### config.mk
export PLATFORM = sky130hd
export DESIGN_NAME = pwm_level_mux
export DESIGN_NICKNAME = d
export VERILOG_FILES = /design/src/rtl/pwm_light_pkg.sv /design/src/rtl/pwm_sel_mux.sv /design/src/rtl/pwm_level_mux.sv
export SDC_FILE = /design/constraint.sdc
export NUM_CORES = 1
export LEC_CHECK = 0
export CORE_AREA = 2 2 39 41
export DETAILED_ROUTE_END_ITERATION = 12
export DIE_AREA = 0 0 41 43
export PLACE_DENSITY = 0.79
export SKIP_LAST_GASP = 1
export SLEW_MARGIN = 0
export SYNTH_ARGS = -nofsm -noshare
export SYNTH_HDL_FRONTEND = slang
export SYNTH_SLANG_ARGS = --single-unit
### constraint.sdc
create_clock -name i_clk -period 5.5 [get_ports i_clk]
set_clock_uncertainty 0.1 [all_clocks]
set_input_delay 1.1 -clock i_clk [delete_from_list [all_inputs] [get_ports i_clk]]
set_output_delay 1.1 -clock i_clk [all_outputs]
set_load 0.02 [all_outputs]
### src/rtl/pwm_light_pkg.sv
// Shared definitions for the PWM light path: fade FSM states and level-code clamping.
package pwm_light_pkg;

  typedef enum logic [1:0] {
    StSettled,
    StPending,
    StFading
  } fade_state_e;

  // Codes beyond the number of real levels fall back to "off".
  function automatic int unsigned clamp_level(input int unsigned code,
                                              input int unsigned num_levels);
    return (code > num_levels) ? 0 : code;
  endfunction

endpackage

### src/rtl/pwm_sel_mux.sv
// Combinational N:1 PWM selector; level 0 is off, level k picks pwm_i[k-1].
module pwm_sel_mux #(
  parameter int unsigned NUM_LEVELS = 4,
  parameter int unsigned SEL_W      = $clog2(NUM_LEVELS + 1)
) (
  input  logic [NUM_LEVELS-1:0] pwm_i,
  input  logic [SEL_W-1:0]      sel_i,
  output logic                  pwm_o
);

  always_comb begin
    pwm_o = 1'b0;
    for (int unsigned k = 1; k <= NUM_LEVELS; k++) begin
      if (sel_i == SEL_W'(k)) begin
        pwm_o = pwm_i[k-1];
      end
    end
  end

endmodule

### src/rtl/pwm_level_mux.sv
// Glitch-free PWM brightness selector: switches level only at period boundaries,
// either jumping straight to the requested level or fading one level at a time.
module pwm_level_mux
  import pwm_light_pkg::*;
#(
  parameter int unsigned NUM_LEVELS = 4,
  parameter int unsigned SEL_W      = $clog2(NUM_LEVELS + 1),
  parameter int unsigned FADE_DIV   = 1
) (
  input  logic                  i_clk,
  input  logic                  i_reset,
  input  logic [NUM_LEVELS-1:0] i_pwm,
  input  logic [SEL_W-1:0]      i_sel,
  input  logic                  i_period_start,
  input  logic                  i_fade_en,
  output logic                  o_pwm,
  output logic [SEL_W-1:0]      o_level,
  output logic                  o_busy
);

  localparam int unsigned CntW = (FADE_DIV > 1) ? $clog2(FADE_DIV) : 1;
  localparam logic [CntW-1:0] CntLast = CntW'(FADE_DIV - 1);

  logic [SEL_W-1:0] target_d, target_q;
  logic [SEL_W-1:0] applied_d, applied_q;
  logic [CntW-1:0]  fade_cnt_d, fade_cnt_q;
  logic             busy_q;
  logic             pwm_q;
  logic             mux_pwm;
  fade_state_e      state;

  // State is a pure function of the current registers and the fade enable.
  always_comb begin
    target_d   = SEL_W'(clamp_level(32'(i_sel), NUM_LEVELS));
    applied_d  = applied_q;
    fade_cnt_d = fade_cnt_q;

    if (applied_q == target_q) begin
      state = StSettled;
    end else if (i_fade_en) begin
      state = StFading;
    end else begin
      state = StPending;
    end

    unique case (state)
      StSettled: fade_cnt_d = '0;
      StPending: begin
        fade_cnt_d = '0;
        if (i_period_start) begin
          applied_d = target_q;
        end
      end
      StFading: begin
        if (i_period_start) begin
          if (fade_cnt_q == CntLast) begin
            fade_cnt_d = '0;
            // Direction is taken from the live target so a reversal never overshoots.
            applied_d  = (applied_q < target_q) ? applied_q + SEL_W'(1)
                                                : applied_q - SEL_W'(1);
          end else begin
            fade_cnt_d = fade_cnt_q + CntW'(1);
          end
        end
      end
      default: fade_cnt_d = '0;
    endcase
  end

  // Mux driven by the next applied level so o_pwm and o_level switch on the same edge.
  pwm_sel_mux #(
    .NUM_LEVELS (NUM_LEVELS),
    .SEL_W      (SEL_W)
  ) u_sel_mux (
    .pwm_i (i_pwm),
    .sel_i (applied_d),
    .pwm_o (mux_pwm)
  );

  always_ff @(posedge i_clk or posedge i_reset) begin
    if (i_reset) begin
      target_q   <= '0;
      applied_q  <= '0;
      fade_cnt_q <= '0;
      busy_q     <= 1'b0;
      pwm_q      <= 1'b0;
    end else begin
      target_q   <= target_d;
      applied_q  <= applied_d;
      fade_cnt_q <= fade_cnt_d;
      busy_q     <= (applied_q != target_q);
      pwm_q      <= mux_pwm;
    end
  end

  assign o_pwm   = pwm_q;
  assign o_level = applied_q;
  assign o_busy  = busy_q;

endmodule

==> run_summary.xml <==
<?xml version="1.0" encoding="UTF-8"?>
<metrics>
  <group name="route">
    <metric name="final_antenna_net_count" unit="">0</metric>
    <metric name="vias_per_cell" unit="">4.988</metric>
    <metric name="drc_errors" unit="">0</metric>
    <metric name="via_count" unit="">419</metric>
    <metric name="detailedRoute.firstPassIterationCount" unit="">2</metric>
    <metric name="drt_iter0_markers" unit="">2</metric>
    <metric name="routed_length_per_instance" unit="um">12.35</metric>
    <metric name="routed_wl" unit="um">1037</metric>
  </group>
  <group name="sta">
    <metric name="setup_failing_eps_final" unit="">0</metric>
    <metric name="drv_slew" unit="">0</metric>
    <metric name="hold-worst-slack" unit="ps">529.3</metric>
    <metric name="setup_repair_after_global_routing_missed_its_margin" unit="">no</metric>
    <metric name="tightestPinTransition" unit="ps">301.6</metric>
    <metric name="fin_tns_setup" unit="ps">0</metric>
    <metric name="final_critical_delay_including_setup_and_external_delays" unit="ps">2677</metric>
    <metric name="relSlewSlack" unit="%">79.87</metric>
    <metric name="fin_crit_sh" unit="%">48.68</metric>
    <metric name="hold_viol" unit="">0</metric>
    <metric name="fmax" unit="GHz">0.3735</metric>
    <metric name="final_critical_path_setup_slack" unit="ps">2823</metric>
  </group>
  <group name="floorplan">
    <metric name="initial_core_util" unit="%">39.24</metric>
    <metric name="die-area" unit="um2">1763</metric>
    <metric name="placeableCoreArea" unit="um2">1384</metric>
    <metric name="design.portCount" unit="">16</metric>
    <metric name="rows" unit="">14</metric>
    <metric name="die_width" unit="um">41</metric>
    <metric name="die_height" unit="um">43</metric>
  </group>
  <group name="clocking">
    <metric name="ctsRootBufferMaster" unit="">clkbuf_4</metric>
    <metric name="clock_slew_at_the_register_clock_pins_of_the_worst_setup_and_hold_paths" unit="ps">50</metric>
    <metric name="cts_sinks" unit="">8</metric>
    <metric name="cts_post_setup_buffers_inserted" unit="">0</metric>
    <metric name="h-tree-depth" unit="">1</metric>
    <metric name="total_cts_buffers" unit="">3</metric>
    <metric name="cts-resized-gates" unit="">0</metric>
    <metric name="cts_hold_repair.buffers" unit="">0</metric>
    <metric name="clk-insertion-delay-late" unit="ps">250</metric>
    <metric name="cts_tree" unit="">done</metric>
    <metric name="clockBufferDepth" unit="">2</metric>
  </group>
  <group name="critical_path">
    <metric name="timing.critical_path.to_type" unit="">flip-flop</metric>
    <metric name="critical_path_required" unit="ps">5520</metric>
    <metric name="worst_ep_arrival_time" unit="ps">2690</metric>
    <metric name="setup.worst_path.start_class" unit="">flip-flop</metric>
    <metric name="startpoint_to_endpoint_class_of_the_critical_path" unit="">flip-flop to flip-flop</metric>
    <metric name="timing.critical_path.fanout_max" unit="">5</metric>
  </group>
  <group name="pwr">
    <metric name="total_power" unit="uW">391.7</metric>
    <metric name="ir_drop" unit="V">0.0002316</metric>
    <metric name="cellLeakagePower" unit="nW">0.3273</metric>
    <metric name="power_density" unit="nW/um2">532.4</metric>
  </group>
  <group name="synthesis">
    <metric name="postSynthCellCount" unit="">50</metric>
    <metric name="synth_top_flop_cell" unit="">dfrtp_1</metric>
    <metric name="syn-cell-area" unit="um2">543.0</metric>
    <metric name="yosysSeqAreaShare" unit="%">36.87</metric>
    <metric name="ys_types" unit="">28</metric>
    <metric name="synth_edf_count" unit="">0</metric>
    <metric name="post-synth-top-area-fraction" unit="%">36.87</metric>
    <metric name="mappedNetlistNets" unit="">65</metric>
    <metric name="yosys.area.top_type" unit="">dfrtp_1</metric>
    <metric name="synth-warning-count" unit="">0</metric>
    <metric name="synth.ff_latch_count" unit="">8</metric>
    <metric name="synth.area.top_cells" unit="">dfrtp_1 37%, ha_1 6.9%, mux2_4 5.5%, inv_1 4.1%, a21oi_1 3.7%</metric>
    <metric name="synthMostInstantiatedCell" unit="">dfrtp_1</metric>
    <metric name="postSynth.asyncResetShare" unit="%">100.0</metric>
    <metric name="synthesis.area_per_instance" unit="um2">10.86</metric>
    <metric name="synth_top_cells_by_count" unit="">8 x dfrtp_1, 6 x inv_1, 4 x a21oi_1</metric>
  </group>
  <group name="placement">
    <metric name="dp_worst_setup_slack" unit="ps">2613</metric>
    <metric name="place_congestion" unit="">0.7422</metric>
    <metric name="place_inst" unit="">81</metric>
    <metric name="port_buffers" unit="">15</metric>
    <metric name="detailedPlacementHpwl" unit="um">890.2</metric>
  </group>
  <group name="grt">
    <metric name="global_route.usage.total" unit="%">14.05</metric>
    <metric name="grt_first_pass_wirelength" unit="um">1642</metric>
    <metric name="grt_max_degree" unit="">10</metric>
    <metric name="overflow" unit="">0</metric>
    <metric name="grt_pass1_vias" unit="">404</metric>
    <metric name="grt_antenna_before_repair" unit="">0</metric>
  </group>
  <group name="cells_and_area">
    <metric name="area_growth_syn_to_layout" unit="%">35.48</metric>
    <metric name="filler_cell_count" unit="">133</metric>
    <metric name="layoutNonFillerInstCount" unit="">84</metric>
    <metric name="finalNetCount" unit="">85</metric>
    <metric name="final_layout_size_suffix_gt1_share" unit="%">20.59</metric>
    <metric name="diodes" unit="">0</metric>
  </group>
  <group name="flow_run">
    <metric name="cap_violations" unit="">0</metric>
  </group>
  <group name="worst_hold_path">
    <metric name="min_path_type" unit="">flip-flop to flip-flop</metric>
  </group>
  <group name="status">
    <metric name="outcome" unit="">complete, no violations</metric>
  </group>
</metrics>
-- cell usage in the layout, fill, tap and decap left out, types with 2 or more instances in the layout --
cell type / count
clkdlybuf4s50_1: 15
dfrtp_1: 8
inv_1: 6
a21oi_1: 4
ha_1: 3
clkbuf_4: 3
and2_4: 2
nor3_1: 2
nor2b_1: 2
mux2_4: 2
nor2_1: 2
-- state kept, by name, indices dropped and copies added, names as in the netlist --
signal	flops
o_busy	1
o_level	3
target_q	3
o_pwm	1
-- worst max-delay path: stages, from the launching register on --
cell	delay, ps
dfrtp_1	420
ha_1	330
nor2b_4	160
o21ai_4	60
and2_4	170
fa_1	480
a21oi_1	90
mux2_4	300
and2_4	160
o221ai_2	160
mux2i_1	110
-- layout make-up --
cell class	count	area (um2)	area share, %
well taps	16	20.02	2.721
repair buffers	15	150.1	20.41
clock buffers	3	22.52	3.061
inverters	6	22.52	3.061
flip-flops and latches	8	200.2	27.21
multi-input cells	36	320.3	43.54
-- worst paths after layout --
check	start	end	slack, ps	cells past startpoint
worst max-delay path	o_level[1]	o_pwm	2820	10
worst min-delay path	o_level[1]	o_level[1]	530	1
worst max register to register	o_level[1]	o_pwm	2820	10
worst min register to register	o_level[1]	o_level[1]	530	1
max in group asynchronous	i_reset	target_q[0]	4070	2
min in group asynchronous	i_reset	o_level[2]	1000	2
-- per-stage QoR --
stage	utilization (%)	cell area [um2]
6_report	53.16	735.7
5_1_grt	53.16	735.7
4_1_cts	53.16	735.7
3_5_place_dp	51.54	713.2
3_3_place_gp	51.54	713.2
2_1_floorplan	-	543.0
-- power by group --
part | leakage, nW | total, mW | switching, mW | internal (mW)
logic | 0.216 | 0.256 | 0.129 | 0.127
registers | 0.0973 | 0.0932 | 0.0147 | 0.0786
clock network | 0.0138 | 0.0424 | 0.0176 | 0.0248
-- kinds of logic after synthesis --
group	after synthesis	share of synthesized area, %
simple gates	19	25.58
compound gates	9	13.82
flops	8	36.87
buf+inv	6	4.147
fa+ha+maj	4	10.60
mux	3	7.374
xor+xnor	1	1.613
-- per-layer routing --
metal	GRT usage (%)	vias up	wire (um)
met5	0	-	0
met2	22.81	8	563
met4	8.000	0	8
met3	1.571	2	31
li1	-	212	-
met1	16.84	197	434
Power figures use the tool's default switching activity.
==> edit 1: new RTL, same flow settings <==
`NUM_LEVELS` is set to 4 in 2 places; all go to 2.
--- a/src/rtl/pwm_sel_mux.sv
+++ b/src/rtl/pwm_sel_mux.sv
@@ -2,3 +2,3 @@
 module pwm_sel_mux #(
-  parameter int unsigned NUM_LEVELS = 4,
+  parameter int unsigned NUM_LEVELS = 2,
   parameter int unsigned SEL_W      = $clog2(NUM_LEVELS + 1)
--- a/src/rtl/pwm_level_mux.sv
+++ b/src/rtl/pwm_level_mux.sv
@@ -5,3 +5,3 @@
 #(
-  parameter int unsigned NUM_LEVELS = 4,
+  parameter int unsigned NUM_LEVELS = 2,
   parameter int unsigned SEL_W      = $clog2(NUM_LEVELS + 1),
Ports: changed (resized i_pwm, i_sel and o_level); port bits go from 16 to 12. No check against the original RTL was run, so the function may have changed too.
==> edit 1 against the unedited design <==
Power down 38%; combinational power is 48% lower; critical endpoint unchanged; cell count decreased by 19%; sequential cell count fell by 2; global-route usage is 4.4 points lower; routed wire length fell by 34%; highest routed layer is now met3; sequential share of layout area up 1.6 points; final area shrank 29%; worst setup slack worse by 0.074 ns; synthesized area is 32% lower.
==> edit 1: results (changes against the unedited design) <==
metric	value	unit	change
Syn Nets	48		was 65
placed cell count	65		was 81
met2 WL	388	um	was 563 um
Slew headroom	78.3	%	was 79.9%
antenna violations before repair	0		unchanged
clk_lat worst skew	0.24	ns	
r2r setup slk	3.22	ns	was 2.82 ns
Comb power frac	55.2	%	was 65.4%
critical path peak fanout	4		was 5
Hold Violations, Final	0		unchanged
met3 wire len	24	um	was 31 um
WHS Endpoint	o_busy		was o_level[1]
first-pass GRT wire length	1.08	mm	was 1.64 mm
post-synthesis mux area share	2.72	%	was 7.37%
Port Buffer Count	11		was 15
FF-to-FF path depth	6		was 10
HP Start	target_q[0]		was o_level[1]
Internal	0.151	mW	was 0.230 mW
GR met3 Demand/Resource	3.14	%	was 1.57%
sequential fraction of the synthesis area	40.8	%	was 36.9%
max cap viols	0		unchanged
drt total wl	688	um	was 1.04 mm
Nets	64		was 85
number of DRC markers after the initial detailed-route iteration	1		was 2
fraction of layout cells with a size suffix above 1	13.5	%	was 20.6%
post-synthesis adder-cell area fraction	6.80	%	was 10.6%
Synth Area in Compound Gates	18.0	%	was 13.8%
Leak	0.239	nW	was 0.327 nW
Clk pwr share	15.7	%	was 10.8%
CTS max path bufs	2		unchanged
met1 usage in global routing	8.64	%	was 16.8%
maximum VDD drop	189	uV	was 232 uV
Hold Path Cell Cnt	2		was 1
DP HPWL	582	um	was 890 um
Synth Area in XOR/XNOR	0	%	was 1.61%
met2 Use GR	15.9	%	was 22.8%
GRT Total Usage	9.63	%	was 14.1%
Root Driver	clkbuf_4		unchanged
Worst R2R End	o_pwm		unchanged
synth warn	0		unchanged
worst endpoint data arrival time	2.77	ns	was 2.69 ns
cells after synthesis	38		was 50
fraction of power spent switching nets	38.1	%	was 41.2%
DRT met1 WL	276	um	was 434 um
status	finished, final reports clean		unchanged
Netlist cell types	20		was 28
clk slew on worst S/H paths	0.04	ns	
Top Layer Used	met3		was met4
vias after detailed routing	320		was 419
synth top area cells	dfrtp_1 41%, ha_1 6.8%, nand3_1 6.8%, nor2b_1 5.1%, inv_1 4.1%		was dfrtp_1 37%, ha_1 6.9%, mux2_4 5.5%, inv_1 4.1%, a21oi_1 3.7%
largest net degree at the start of global routing	9		was 10
Fin Hold WS	0.538	ns	was 0.529 ns
setup bufs post-CTS	0		unchanged
Synth top cells by count	6 x dfrtp_1, 5 x nand3_1, 4 x inv_1, 3 x nand2_1, 3 x nor2b_1		was 8 x dfrtp_1, 6 x inv_1, 4 x a21oi_1, 3 x ha_1
GP Congestion	0.826		was 0.742
vias in the first global route	292		was 404
post-DR vias/cell	4.71		was 4.99
==> edit 1: stage by stage <==
stage | utilization (%) | worst slack, ns | instance area [um2]
2_1_floorplan | - | 3.11 | 368
3_3_place_gp | 36.0 | 2.51 | 498
3_5_place_dp | 36.0 | 2.50 | 498
4_1_cts | 37.6 | 2.75 | 520
5_1_grt | 37.6 | 2.71 | 520
6_report | 37.6 | 2.75 | 520
==> edit 1: final cells by class <==
cell class,count,area (um2)
multi-input cells,28,203
flip-flops and latches,6,150
fillers,150,863
clock buffers,3,22.5
repair buffers,11,110
inverters,4,15.0
well taps,16,20.0
==> edit 1: critical path: stages <==
cell	delay [ns]
clkdlybuf4s50_1	0.53
nand2_1	0.06
or3_4	0.34
a211o_1	0.32
and4_4	0.19
a22o_1	0.22
==> edit 1: how the worst max path moves through the flow <==
stage | start | to
global placement | i_period_start | o_pwm
detailed placement | i_period_start | o_pwm
floorplan | i_period_start | o_pwm
finish | i_period_start | o_pwm
CTS | i_period_start | o_pwm
global route | i_period_start | o_pwm
==> edit 2: new RTL, config.mk and constraints unchanged <==
Made on the original files. Put one more register stage on the output `o_level`, with the module's reset. The value now appears one clock later. The other outputs are not delayed to match.
--- a/src/rtl/pwm_level_mux.sv
+++ b/src/rtl/pwm_level_mux.sv
@@ -96,3 +96,9 @@
   assign o_pwm   = pwm_q;
-  assign o_level = applied_q;
+  always_ff @(posedge i_clk or posedge i_reset) begin
+    if (i_reset) begin
+      o_level <= '0;
+    end else begin
+      o_level <= applied_q;
+    end
+  end
   assign o_busy  = busy_q;
Formal check against the unedited RTL: not equivalent (Yosys sat finds a counterexample within 4 cycles, from zero or initial values and one cycle with i_reset high).
==> edit 2 against the unedited design <==
Synthesized area rose by 8.8%; power is 6.8% higher; routed wire length fell by 0.19%; final area increased by 7.0%; utilization rose by 3.7 points; count of clock-buffer cells in the layout is 1 higher; sequential cell count is 3 higher; worst setup slack better by 0.051 ns; largest cell class unchanged.
==> edit 2: results (changes against the unedited design) <==
metric	value	unit	change
CLK BUF	4		was 3
Nets	86		was 85
post-DR vias/cell	5.12		was 4.99
Synth top cells by count	11 x dfrtp_1, 5 x inv_1		was 8 x dfrtp_1, 6 x inv_1, 4 x a21oi_1, 3 x ha_1
vias after detailed routing	440		was 419
#FFs+latches synth	11		was 8
status	finished, final reports clean		unchanged
area post-placement	761	um2	was 713 um2
Seq area share	35.0	%	was 27.2%
first-pass GRT wire length	1.76	mm	was 1.64 mm
GR met3 Demand/Resource	6.28	%	was 1.57%
maximum VDD drop	226	uV	was 232 uV
Slew headroom	73.3	%	was 79.9%
DP HPWL	858	um	was 890 um
DRT met1 WL	433	um	was 434 um
final non-filler cell area	787	um2	was 736 um2
met2 Use GR	24.1	%	was 22.8%
fraction of power spent switching nets	38.9	%	was 41.2%
GP Congestion	0.735		was 0.742
final setup margin	2.87	ns	was 2.82 ns
pre-CTS setup slack	2.74	ns	was 2.61 ns
Clock Power	0.0553	mW	was 0.0424 mW
met2 WL	509	um	was 563 um
GRT Total Usage	15.8	%	was 14.1%
crit path launch	applied_q[1]		was o_level[1]
sequential fraction of the synthesis area	46.6	%	was 36.9%
fraction of cell area in non-clock buffers	19.1	%	was 20.4%
## edit 2: cell count changes after synthesis, sizes merged
cell,delta
a21oi,-1
or3b,-1
nor3,+1
dfrtp,+3
inv,-1
nand2,-1
o21a,+1
xor2,-1
nand3,-1
nor2,+1
nor2b,+1
and2,-1
nand4b,+1
## edit 2: worst min-delay path by stage
stage                            start    endpoint  slack, ns  cells after the start
after global placement    applied_q[0]  o_level[0]       0.29                      0
after floorplan           applied_q[0]  o_level[0]       0.27                      0
after detailed placement  applied_q[0]  o_level[0]       0.29                      0
after global routing      applied_q[0]  o_level[0]       0.32                      0
final                     applied_q[0]  o_level[0]       0.30                      0
after CTS                 applied_q[0]  o_level[0]       0.31                      0
## edit 2: cells by family after synthesis
group / share of synthesized area [%]
AND/OR/NAND/NOR: 22.7
AO/OA/AOI/OAI: 11.0
adder cells (fa/ha/maj): 9.75
buffers and inverters: 3.18
multiplexers: 6.78
flip-flops: 46.6
